==> src/rtl/fetch_pkg.sv <==
// Shared types and constants for the instruction fetch sequencer.
package fetch_pkg;

    typedef enum logic [1:0] {
        IDLE  = 2'd0,
        FETCH = 2'd1,
        HOLD  = 2'd2,
        ERR   = 2'd3
    } fetch_state_t;

    localparam logic PC_SRC_INC = 1'b0;
    localparam logic PC_SRC_BR  = 1'b1;

    // Smallest counter width able to hold max_wait (never below one bit).
    function automatic int unsigned wait_cnt_w(input int unsigned max_wait);
        return (max_wait < 32'd2) ? 32'd1 : $clog2(max_wait + 32'd1);
    endfunction

endpackage

==> src/rtl/fetch_timeout.sv <==
// Wait-cycle counter for an outstanding memory request; flags when MAX_WAIT
// ackless cycles have elapsed.
module fetch_timeout
    import fetch_pkg::*;
#(
    parameter int unsigned MAX_WAIT = 15
) (
    input  logic clk,
    input  logic rst,
    input  logic clr,
    input  logic en,
    output logic hit
);

    localparam int unsigned CNT_W = wait_cnt_w(MAX_WAIT);
    localparam logic [CNT_W-1:0] LIMIT = CNT_W'(MAX_WAIT);

    logic [CNT_W-1:0] cnt_r;

    // Counter saturates at the limit so it can never alias back to zero.
    always_ff @(posedge clk or posedge rst) begin
        if (rst) begin
            cnt_r <= {CNT_W{1'b0}};
        end else if (clr) begin
            cnt_r <= {CNT_W{1'b0}};
        end else if (en && (cnt_r != LIMIT)) begin
            cnt_r <= cnt_r + CNT_W'(1'b1);
        end
    end

    assign hit = (cnt_r == LIMIT);

endmodule

==> src/rtl/fetch_ctrl.sv <==
// Fetch sequencer: req/ack with instruction memory, holds the word for decode,
// and issues the PC write enable / PC source select on each accepted instruction.
module fetch_ctrl
    import fetch_pkg::*;
#(
    parameter int unsigned WIDTH    = 32,
    parameter int unsigned INSTR_W  = 32,
    parameter int unsigned MAX_WAIT = 15
) (
    input  logic               clk,
    input  logic               rst,
    input  logic               run,
    input  logic [WIDTH-1:0]   pc,
    input  logic               branch_taken,
    output logic               imem_req,
    output logic [WIDTH-1:0]   imem_addr,
    input  logic               imem_ack,
    input  logic [INSTR_W-1:0] imem_rdata,
    output logic [INSTR_W-1:0] instr,
    output logic               instr_valid,
    input  logic               instr_ready,
    output logic               pc_we,
    output logic               pc_src,
    output logic               fault,
    output logic [31:0]        fetch_cnt
);

    fetch_state_t       state_r;
    fetch_state_t       next_state_s;
    logic [INSTR_W-1:0] instr_r;
    logic               fault_r;
    logic [31:0]        fetch_cnt_r;
    logic               capture_s;
    logic               handshake_s;
    logic               wait_clr_s;
    logic               wait_en_s;
    logic               wait_hit_s;

    fetch_timeout #(
        .MAX_WAIT (MAX_WAIT)
    ) u_timeout (
        .clk (clk),
        .rst (rst),
        .clr (wait_clr_s),
        .en  (wait_en_s),
        .hit (wait_hit_s)
    );

    // State register.
    always_ff @(posedge clk or posedge rst) begin
        if (rst) begin
            state_r <= IDLE;
        end else begin
            state_r <= next_state_s;
        end
    end

    // Next-state and handshake outputs; an ack on the limit cycle beats the timeout.
    always_comb begin
        next_state_s = state_r;
        imem_req     = 1'b0;
        imem_addr    = {WIDTH{1'b0}};
        instr_valid  = 1'b0;
        pc_we        = 1'b0;
        pc_src       = PC_SRC_INC;
        capture_s    = 1'b0;
        handshake_s  = 1'b0;
        wait_clr_s   = 1'b0;
        wait_en_s    = 1'b0;
        case (state_r)
            IDLE: begin
                if (run) begin
                    next_state_s = FETCH;
                end else begin
                    next_state_s = IDLE;
                end
            end
            FETCH: begin
                imem_req  = 1'b1;
                imem_addr = pc;
                if (imem_ack) begin
                    capture_s    = 1'b1;
                    wait_clr_s   = 1'b1;
                    next_state_s = HOLD;
                end else if (wait_hit_s) begin
                    next_state_s = ERR;
                end else begin
                    wait_en_s    = 1'b1;
                    next_state_s = FETCH;
                end
            end
            HOLD: begin
                instr_valid = 1'b1;
                if (instr_ready) begin
                    handshake_s  = 1'b1;
                    pc_we        = 1'b1;
                    pc_src       = branch_taken ? PC_SRC_BR : PC_SRC_INC;
                    next_state_s = run ? FETCH : IDLE;
                end else begin
                    next_state_s = HOLD;
                end
            end
            ERR: begin
                next_state_s = ERR;
            end
            default: begin
                next_state_s = IDLE;
            end
        endcase
    end

    // Instruction holding register, sticky fault and retired-fetch counter.
    always_ff @(posedge clk or posedge rst) begin
        if (rst) begin
            instr_r     <= {INSTR_W{1'b0}};
            fault_r     <= 1'b0;
            fetch_cnt_r <= 32'd0;
        end else begin
            if (capture_s) begin
                instr_r <= imem_rdata;
            end
            if (next_state_s == ERR) begin
                fault_r <= 1'b1;
            end
            if (handshake_s) begin
                fetch_cnt_r <= fetch_cnt_r + 32'd1;
            end
        end
    end

    assign instr     = instr_r;
    assign fault     = fault_r;
    assign fetch_cnt = fetch_cnt_r;

endmodule

==> config.mk <==
export PLATFORM = sky130hd
export DESIGN_NAME = fetch_ctrl
export DESIGN_NICKNAME = d
export VERILOG_FILES = /design/src/rtl/fetch_pkg.sv /design/src/rtl/fetch_timeout.sv /design/src/rtl/fetch_ctrl.sv
export SDC_FILE = /design/constraint.sdc
export NUM_CORES = 1
export LEC_CHECK = 0
export CORE_MARGIN = 4
export CORE_UTILIZATION = 42
export CTS_CLUSTER_SIZE = 8
export DETAILED_ROUTE_END_ITERATION = 7
export GPL_ROUTABILITY_DRIVEN = 0
export PLACE_DENSITY = 0.95
export SYNTH_ARGS = -nofsm -noshare
export SYNTH_HDL_FRONTEND = slang
export SYNTH_SLANG_ARGS = --single-unit
==> constraint.sdc <==
create_clock -name clk -period 5.9 [get_ports clk]
set_clock_uncertainty 0.05 [all_clocks]
set_input_delay 1.18 -clock clk [delete_from_list [all_inputs] [get_ports clk]]
set_output_delay 1.18 -clock clk [all_outputs]
set_load 0.005 [all_outputs]
==> results of run 1 <==
## cells by family (layout without fill, tap and decap cells)
kind of cell | count (synthesis) | count (layout) | share of synthesized area
flops | 71 | 71 | 0.552
simple gates | 102 | 102 | 0.198
buf+inv | 11 | 189 | 0.0163
xor+xnor | 31 | 31 | 0.0844
mux | 33 | 33 | 0.116
compound gates | 14 | 14 | 0.0257
fa+ha+maj | 2 | 2 | 0.00778
## stage by stage
stage	setup slack [ns]	power, mW
final	2.12	1.76
after global routing	1.85	1.89
after CTS	2.07	1.79
after detailed placement	2.11	1.44
after global placement	2.16	1.40
after floorplan	2.87	0.975
## power by group
| part | internal (mW) | leakage [nW] | switching (mW) | total, mW |
|---|---|---|---|---|
| sequential | 0.627 | 0.905 | 0.0920 | 0.719 |
| combinational | 0.476 | 1.22 | 0.222 | 0.697 |
| clock | 0.183 | 0.0942 | 0.165 | 0.349 |
## path summary, 6_finish.rpt
kind	to	depth (start not counted)	slack, ns	from
max in group asynchronous	instr[3]	3	3.85	rst
worst min-delay path	fetch_cnt[31]	1	0.42	fetch_cnt[31]
worst max-delay path	pc_we	4	2.12	instr_ready
worst max register to register	instr[24]	3	2.68	state_r[0]
worst min register to register	fetch_cnt[31]	1	0.42	fetch_cnt[31]
min in group asynchronous	instr[17]	3	1.38	rst
## metal layers
layer | up-vias | share of wire
li1 | 1265 | -
met1 | 1268 | 0.39
met2 | 134 | 0.51
met3 | 9 | 0.088
met4 | 0 | 0.013
met5 | - | 0
## final cells by class
cell class / count / area share
multi-input cells: 182 / 0.268
clock inverters: 3 / 0.00337
repair buffers: 171 / 0.329
clock buffers: 12 / 0.0318
inverters: 3 / 0.00217
well taps: 99 / 0.0238
flip-flops and latches: 71 / 0.342
## flip-flops by register name, summed over array words and instances, names as in the netlist
name	flops
u_timeout.cnt_r	4
state_r	2
fault	1
instr	32
fetch_cnt	32
## cell usage in the layout, fill, tap and decap left out, types with 4 or more instances in the layout
cell	instances
and3_1	5
and4_1	8
and2_1	34
a21oi_1	6
clkdlybuf4s50_1	170
dfrtp_1	71
o21ai_0	4
clkbuf_8	12
xnor2_1	21
nand2_1	15
mux2_2	33
xor2_1	10
nand4_1	9
nor2_1	7
nand3_1	10
==> impl_results.md, run 1 <==
- Max-Cap Viols: 0
- GRT Resource Usage Total: 0.194
- Outcome: finished, final reports clean
- Max frequency: 0.264 GHz
- Placed Cells: 526
- Fill count: 518
- Kind of cell adding the most delay to the critical path: buffers and inverters
- Final hold slack: 0.418 ns
- Post-synth EDFFs: 0
- Min cycle time layout: 3.78 ns
- Hold WC Path Type: reg -> reg
- Via count: 2676
- Post-DR vias/cell: 4.95
- Main flop type after synthesis: dfrtp_1
- Most numerous cell in the Yosys netlist: dfrtp_1
- Mapped Area: 3220 µm²
- First DRT Iteration DRCs: 61
- Clk_lat worst skew: 0.33 ns
- N_diodes: 0
- Yosys top cell area share: 0.552
- Final instance area: 5190 µm²
- Cts hold-fix bufs: 0
- Buf/Inv on CP: 3
- Asr flop ratio synth: 1.00
- Fin crit share: 0.642
- GR Layer Usage met2: 0.348
- Syn Area/Cell: 12.2 µm²
- Area added between synthesis and finish: 61.5%
- Critical Path RT: 4.67 ns
- Port Buf Inserts: 170
- Crit path max-delay cell type: clkdlybuf4s50_1
- Slew HR: 0.146
- Post-CTS resize count: 0
- CP most frequent cell: clkdlybuf4s50_1
- Antenna-violating nets left: 0
- Share of layout cells above drive strength 1: 0.127
- Vias in the first global route: 2826
- Layout Cells excl Fill: 541
- Crit path capture type: primary output
- Synth Register Bits: 71
- Final setup viols: 0
- Crit-path max FO: 7
- Initial antenna violation count: 0
- GRT busiest layer: met2
- WL per Instance: 15.8 µm
- Global-route wire length before repair: 13.6 mm
- DRC: 0
- Clock sink total: 71
- Post-Syn Nets: 336
- Gr ovfl total: 0
- Storage element area: 1780 µm²
- Setup total negative slack: 0 ns
- Initial Utilization: 0.439
- Routing usage on met3: 0.0497
- First drt pass iteration count: 4
- Clock-pin slew on the worst setup and hold paths: 0.08 ns
- Root Driver: clkbuf_8
- Area contributors post-synth: dfrtp_1 (55%), mux2_2 (12%), and2_1 (6.6%)
- Final Hold Fails: 0
- CTS buffer count: 9
- Worst Max-Slew Pin Slew: 1.28 ns
- Post-CTS Setup Bufs: 0
- Placement row count: 31
- Critical-path cell list: clkdlybuf4s50_1 -> nand2_1 -> inv_1 -> clkdlybuf4s50_1
- Area of the multi-input gates: 1390 µm²
- CP startpoint kind: input port
- GR Util met1: 0.221
- Worst VDD drop: 0.202 mV
- Synth cell count leaders: dfrtp_1 (71), and2_1 (34), mux2_2 (33), xnor2_1 (21), nand2_1 (15)
- Seq/Total Area, Yosys: 0.552
- Dpl cell area: 5010 µm²
- Synth Instances: 264
- Die area: 9120 µm²
- RSZ-0062 raised after global routing: no
- H-tree depth: 3
- Final wirelength: 8.54 mm
- DP HPWL: 6.63 mm
- Die width: 95.5 µm
- I/O pin cnt: 171
- CORE AREA: 7330 µm²
- Fin nets: 510
- Largest net degree at the start of global routing: 72
- CTS tree: built
- Leakage power: 2.22 nW
- Synth Warn #: 0
- Leading area contributor after synthesis: dfrtp_1
- Synth cell types: 33
- CP Class: in -> out
- Max incr delay on CP: 0.63 ns
- CTS max path bufs: 2
- Pwr dens: 340 nW/µm²
- Critical path arrival: 2.55 ns
- Final core utilization: 0.708
- Max-slew violations: 0
- Die Y-Extent: 95.5 µm
(Power assumes the default switching activity.)
==> run 2, diff against run 1 <==
CORE_UTILIZATION = 39   (was 42)
PLACE_DENSITY = 0.91   (was 0.95)
clock period = 4 ns   (was 5.9 ns; I/O delays follow)
==> impl_results.md, run 2 (same netlist as run 1, synthesis figures left out) <==
- Initial Utilization: 0.408 (was 0.439)
- Slew HR: 0.428 (was 0.146)
- Crit path max-delay cell type: nor2b_2 (was clkdlybuf4s50_1)
- DP HPWL: 6.63 mm (about the same)
- Storage element area: 1780 µm² (unchanged)
- Die area: 9770 µm² (was 9120 µm²)
- Placement row count: 32 (was 31)
- Worst r2r src: state_r[0] (unchanged)
- Root Driver: clkbuf_8 (unchanged)
- Gr ovfl total: 0 (unchanged)
- Leakage power: 2.22 nW (about the same)
- Critical path arrival: 2.25 ns (was 2.55 ns)
- Clock-pin slew on the worst setup and hold paths: 0.07 ns (was 0.08 ns)
- Clk_lat worst skew: 0.33 ns (about the same)
- Largest net degree at the start of global routing: 72 (unchanged)
- Commonest non-fill, non-tap cells in the layout: clkdlybuf4s50_1 (170), dfrtp_1 (71), and2_1 (34) (unchanged)
- CTS max path bufs: 2 (unchanged)
- Routed met3 length: 669 µm (was 750 µm)
- Post-CTS Setup Bufs: 0 (unchanged)
- Min cycle time layout: 3.10 ns
- Area added between synthesis and finish: 61.2% (was 61.5%)
- Min setup slack post-route: 0.896 ns (was 2.12 ns)
- Critical-path cell list: nor2b_2 -> and2_1 -> clkdlybuf4s50_1 (was clkdlybuf4s50_1 -> nand2_1 -> inv_1 -> clkdlybuf4s50_1)
- Max frequency: 0.322 GHz
- Hold Startpoint: fault (was fetch_cnt[31])
- H-tree depth: 3 (unchanged)
- Buf/Inv on CP: 1 (was 3)
- First drt pass iteration count: 6 (was 4)
- WL per Instance: 15.2 µm (was 15.8 µm)
- Max-slew violations: 0 (unchanged)
- DRC: 0 (unchanged)
- Setup total negative slack: 0 ns (unchanged)
- DR WL met2: 4.15 mm (was 4.36 mm)
- Post-DR vias/cell: 4.92 (was 4.95)
- Kind of cell adding the most delay to the critical path: simple AND/OR/NAND/NOR gates (was buffers and inverters)
- Pwr dens: 492 nW/µm² (was 340 nW/µm²)
- Most common cell after layout, fill and taps aside: clkdlybuf4s50_1 (unchanged)
- Cts hold-fix bufs: 0 (unchanged)
- Max incr delay on CP: 0.73 ns (was 0.63 ns)
- I/O pin cnt: 171 (unchanged)
- Crit-path max FO: 34 (was 7)
- CTS buffer count: 9 (unchanged)
- Critical Path RT: 3.15 ns (was 4.67 ns)
- Max-Cap Viols: 0 (unchanged)
- Top routing layer used: met4 (unchanged)
- Crit path capture type: primary output (unchanged)
- Global-route wire length before repair: 13.6 mm (about the same)
- Worst Max-Slew Pin Slew: 0.859 ns (was 1.28 ns)
- Worst VDD drop: 0.277 mV (was 0.202 mV)
- Final wirelength: 8.32 mm (was 8.54 mm)
- Outcome: finished, final reports clean (unchanged)
- Fin crit share: 0.776
- First DRT Iteration DRCs: 41 (was 61)
- GRT Resource Usage Total: 0.172 (was 0.194)
- RSZ-0062 raised after global routing: no (unchanged)
- Antenna-violating nets left: 0 (unchanged)
- Post-CTS resize count: 0 (unchanged)
- Clock sink total: 71 (unchanged)
- Layout Cells excl Fill: 546 (was 541)
- CP startpoint kind: flop (was input port)
- Worst Setup SP: state_r[0] (was instr_ready)
- Vias in the first global route: 2834 (was 2826)
- Final setup viols: 0 (unchanged)
- Area of the multi-input gates: 1390 µm² (unchanged)
- Final Hold Fails: 0 (unchanged)
- CTS tree: built (unchanged)
- Pre-CTS setup slack: 0.992 ns (was 2.11 ns)
- Hold WC Path Type: reg -> reg (unchanged)
- Fill count: 618 (was 518)
- CP Class: reg -> out (was in -> out)
- Die width: 98.8 µm (was 95.5 µm)
- Fin nets: 512 (was 510)
- Share of layout cells above drive strength 1: 0.126 (was 0.127)
- Die Y-Extent: 98.8 µm (was 95.5 µm)
- Initial antenna violation count: 0 (unchanged)
- Placed Cells: 531 (was 526)
- Met1 wire length: 3.34 mm (was 3.32 mm)
- Port Buf Inserts: 170 (unchanged)
- Via count: 2688 (was 2676)
- N_diodes: 0 (unchanged)
- CORE AREA: 7890 µm² (was 7330 µm²)
## run 2: layer usage
metal,up-vias,global-route usage
met5,-,0
li1,1272,-
met3,10,0.0474
met1,1280,0.194
met2,126,0.304
met4,0,0.0704
## run 2: cell type report
cell class / instances / share of cell area
sequential: 71 / 0.343
inverter: 3 / 0.00217
multi-input combinational: 182 / 0.268
timing repair buffer: 173 / 0.333
tap: 102 / 0.0246
clock inverter: 4 / 0.00458
clock buffer: 11 / 0.0253
## run 2: final timing paths
check | endpoint | slack, ns | cells past startpoint
min in group asynchronous | fetch_cnt[22] | 1.02 | 3
max in group asynchronous | u_timeout.cnt_r[2] | 2.34 | 3
min | fault | 0.43 | 1
max | imem_addr[25] | 0.90 | 3
max reg2reg | instr[6] | 1.71 | 5
min reg2reg | fault | 0.43 | 1
## run 2: metrics by stage
step | instance area, µm² | total power, mW | utilization | hold slack [ns]
detailed placement | 5030 | 2.12 | 0.638 | 0.411
finish | 5180 | 2.55 | 0.657 | 0.426
global route | 5180 | 2.71 | 0.657 | 0.457
floorplan | 3220 | 1.44 | - | 0.409
global placement | 5030 | 2.07 | 0.638 | 0.403
CTS | 5180 | 2.60 | 0.657 | 0.432
## run 2: worst register-to-register path, cell delays in order (launching register included)
cell     delay, ns
dfrtp_1       0.43
nor2b_2       0.73
buf_4         0.29
nand2_1       0.06
buf_4         0.26
mux2_2        0.34
## run 2: power breakdown
group,switching (mW),internal (mW)
logic,0.325,0.704
clock network,0.241,0.220
registers,0.136,0.925
==> run 3, diff against run 2 <==
CORE_UTILIZATION = 36   (was 39)
PLACE_DENSITY = 0.89   (was 0.91)
clock period = 2.7 ns   (was 4 ns; I/O delays follow)
==> impl_results.md, run 3 (same netlist as run 1, synthesis figures left out) <==
- Outcome: finished, final reports clean (unchanged)
- Clk_lat worst skew: 0.35 ns (was 0.33 ns)
- H-tree depth: 3 (unchanged)
- Critical-path cell list: nor2b_2 -> buf_4 -> and2_1 -> clkdlybuf4s50_1 (was nor2b_2 -> and2_1 -> clkdlybuf4s50_1)
- Hold WC Path Type: reg -> reg (unchanged)
- RSZ-0062 raised after global routing: no (unchanged)
- Die Y-Extent: 103 µm (was 98.8 µm)
- CTS tree: built (unchanged)
- Initial antenna violation count: 0 (unchanged)
- Max incr delay on CP: 0.52 ns (was 0.73 ns)
- Die width: 103 µm (was 98.8 µm)
- WL per Instance: 15.3 µm (was 15.2 µm)
- Via count: 2666 (was 2688)
- Crit-path max FO: 42 (was 34)
- CP Class: reg -> out (unchanged)
- Max-slew violations: 0 (unchanged)
- Min cycle time layout: 2.53 ns
- DP HPWL: 6.58 mm (was 6.63 mm)
- Initial Utilization: 0.369 (was 0.408)
- Overall power: 4.00 mW (was 2.55 mW)
- Placement row count: 34 (was 32)
- Post-CTS resize count: 0 (unchanged)
- First DRT Iteration DRCs: 51 (was 41)
- Final Hold Fails: 0 (unchanged)
- Leakage power: 2.25 nW (was 2.22 nW)
- Clock sink total: 71 (unchanged)
- Critical Path RT: 2.11 ns (was 3.15 ns)
- Share of layout cells above drive strength 1: 0.132 (was 0.126)
- Crit path max-delay cell type: clkdlybuf4s50_1 (was nor2b_2)
- Final hold slack: 0.427 ns (was 0.426 ns)
- Final wirelength: 8.48 mm (was 8.32 mm)
- Vias in the first global route: 2764 (was 2834)
- Setup total negative slack: 0 ns (unchanged)
- Layout Cells excl Fill: 554 (was 546)
- I/O pin cnt: 171 (unchanged)
- Most common cell after layout, fill and taps aside: clkdlybuf4s50_1 (unchanged)
- DRC: 0 (unchanged)
- Largest net degree at the start of global routing: 72 (unchanged)
- Gr ovfl total: 0 (unchanged)
- Worst VDD drop: 0.392 mV (was 0.277 mV)
- Storage element area: 1780 µm² (unchanged)
- Placed Cells: 538 (was 531)
- Fin crit share: 0.938
- Final setup viols: 0 (unchanged)
- Global-route wire length before repair: 13.6 mm (about the same)
- Max frequency: 0.395 GHz
- Max-Cap Viols: 0 (unchanged)
- Area of the multi-input gates: 1390 µm² (unchanged)
- Area added between synthesis and finish: 63.8% (was 61.2%)
- Fill count: 683 (was 618)
- Post-CTS Setup Bufs: 0 (unchanged)
- Critical path arrival: 1.94 ns (was 2.25 ns)
- CTS buffer count: 9 (unchanged)
- Commonest non-fill, non-tap cells in the layout: clkdlybuf4s50_1 (170), dfrtp_1 (71), and2_1 (34) (unchanged)
- Post-DR vias/cell: 4.81 (was 4.92)
- Slew HR: 0.610 (was 0.428)
- Worst Max-Slew Pin Slew: 0.581 ns (was 0.859 ns)
- N_diodes: 0 (unchanged)
- First drt pass iteration count: 5 (was 6)
- CORE AREA: 8720 µm² (was 7890 µm²)
- Die area: 10500 µm² (was 9770 µm²)
- Crit path capture type: primary output (unchanged)
- Antenna-violating nets left: 0 (unchanged)
- CP startpoint kind: flop (unchanged)
- Pwr dens: 758 nW/µm² (was 492 nW/µm²)
- GRT Resource Usage Total: 0.166 (was 0.172)
- Cts hold-fix bufs: 0 (unchanged)
- Root Driver: clkbuf_8 (unchanged)
- Port Buf Inserts: 170 (unchanged)
- CTS max path bufs: 2 (unchanged)
- Clock-pin slew on the worst setup and hold paths: 0.08 ns (was 0.07 ns)
- Fin nets: 513 (was 512)
==> run 3: cell count changes in the layout (fill, tap and decap cells not counted) <==
cell and delta:
clkinvlp_4 +2, buf_12 +1, clkinv_2 -1, bufinv_16 +2, clkinv_4 -1, clkbuf_1 -1
==> run 3: power breakdown <==
| group | switching [mW] | internal (mW) |
|---|---|---|
| sequential | 0.197 | 1.37 |
| clock | 0.393 | 0.517 |
| combinational | 0.475 | 1.04 |
==> run 3: worst max-delay path: cells and delay by family, from the launching register on <==
| kind | cells | cell delay, ns |
|---|---|---|
| buffers and inverters | 2 | 0.82 |
| AND/OR/NAND/NOR | 2 | 0.35 |
| flip-flops | 1 | 0.42 |
==> run 3: through the flow <==
stage          worst slack, ns  instance area, µm²   util
2_1_floorplan            0.313                3220      -
3_3_place_gp             0.225                5060  0.580
3_5_place_dp             0.164                5060  0.580
4_1_cts                  0.131                5270  0.604
5_1_grt                0.00650                5270  0.604
6_report                 0.168                5270  0.604
==> run 3: area by class of cell <==
| cell class | count | share of cell area |
|---|---|---|
| Clock buffer | 10 | 0.0242 |
| Sequential cell | 71 | 0.337 |
| Timing Repair Buffer | 174 | 0.331 |
| Inverter | 3 | 0.00214 |
| Tap cell | 108 | 0.0256 |
| Clock inverter | 6 | 0.0161 |
| Multi-Input combinational cell | 182 | 0.264 |
==> run 3: path summary, 6_finish.rpt <==
kind / slack, ns / to / cells after the start / from
worst max-delay path: 0.17 / imem_addr[9] / 4 / state_r[0]
worst min-delay path: 0.43 / fetch_cnt[31] / 1 / fetch_cnt[31]
worst max register to register: 0.75 / fetch_cnt[31] / 4 / state_r[0]
worst min register to register: 0.43 / fetch_cnt[31] / 1 / fetch_cnt[31]
max in group asynchronous: 1.77 / state_r[1] / 3 / rst
min in group asynchronous: 0.55 / fetch_cnt[23] / 3 / rst
==> run 3: layer usage <==
layer  share of wire  wire length [µm]  track usage
met2            0.52              4380        0.287
met1            0.36              3090        0.189
met3           0.097               820       0.0602
met4           0.021               179       0.0565
met5               0                 0            0
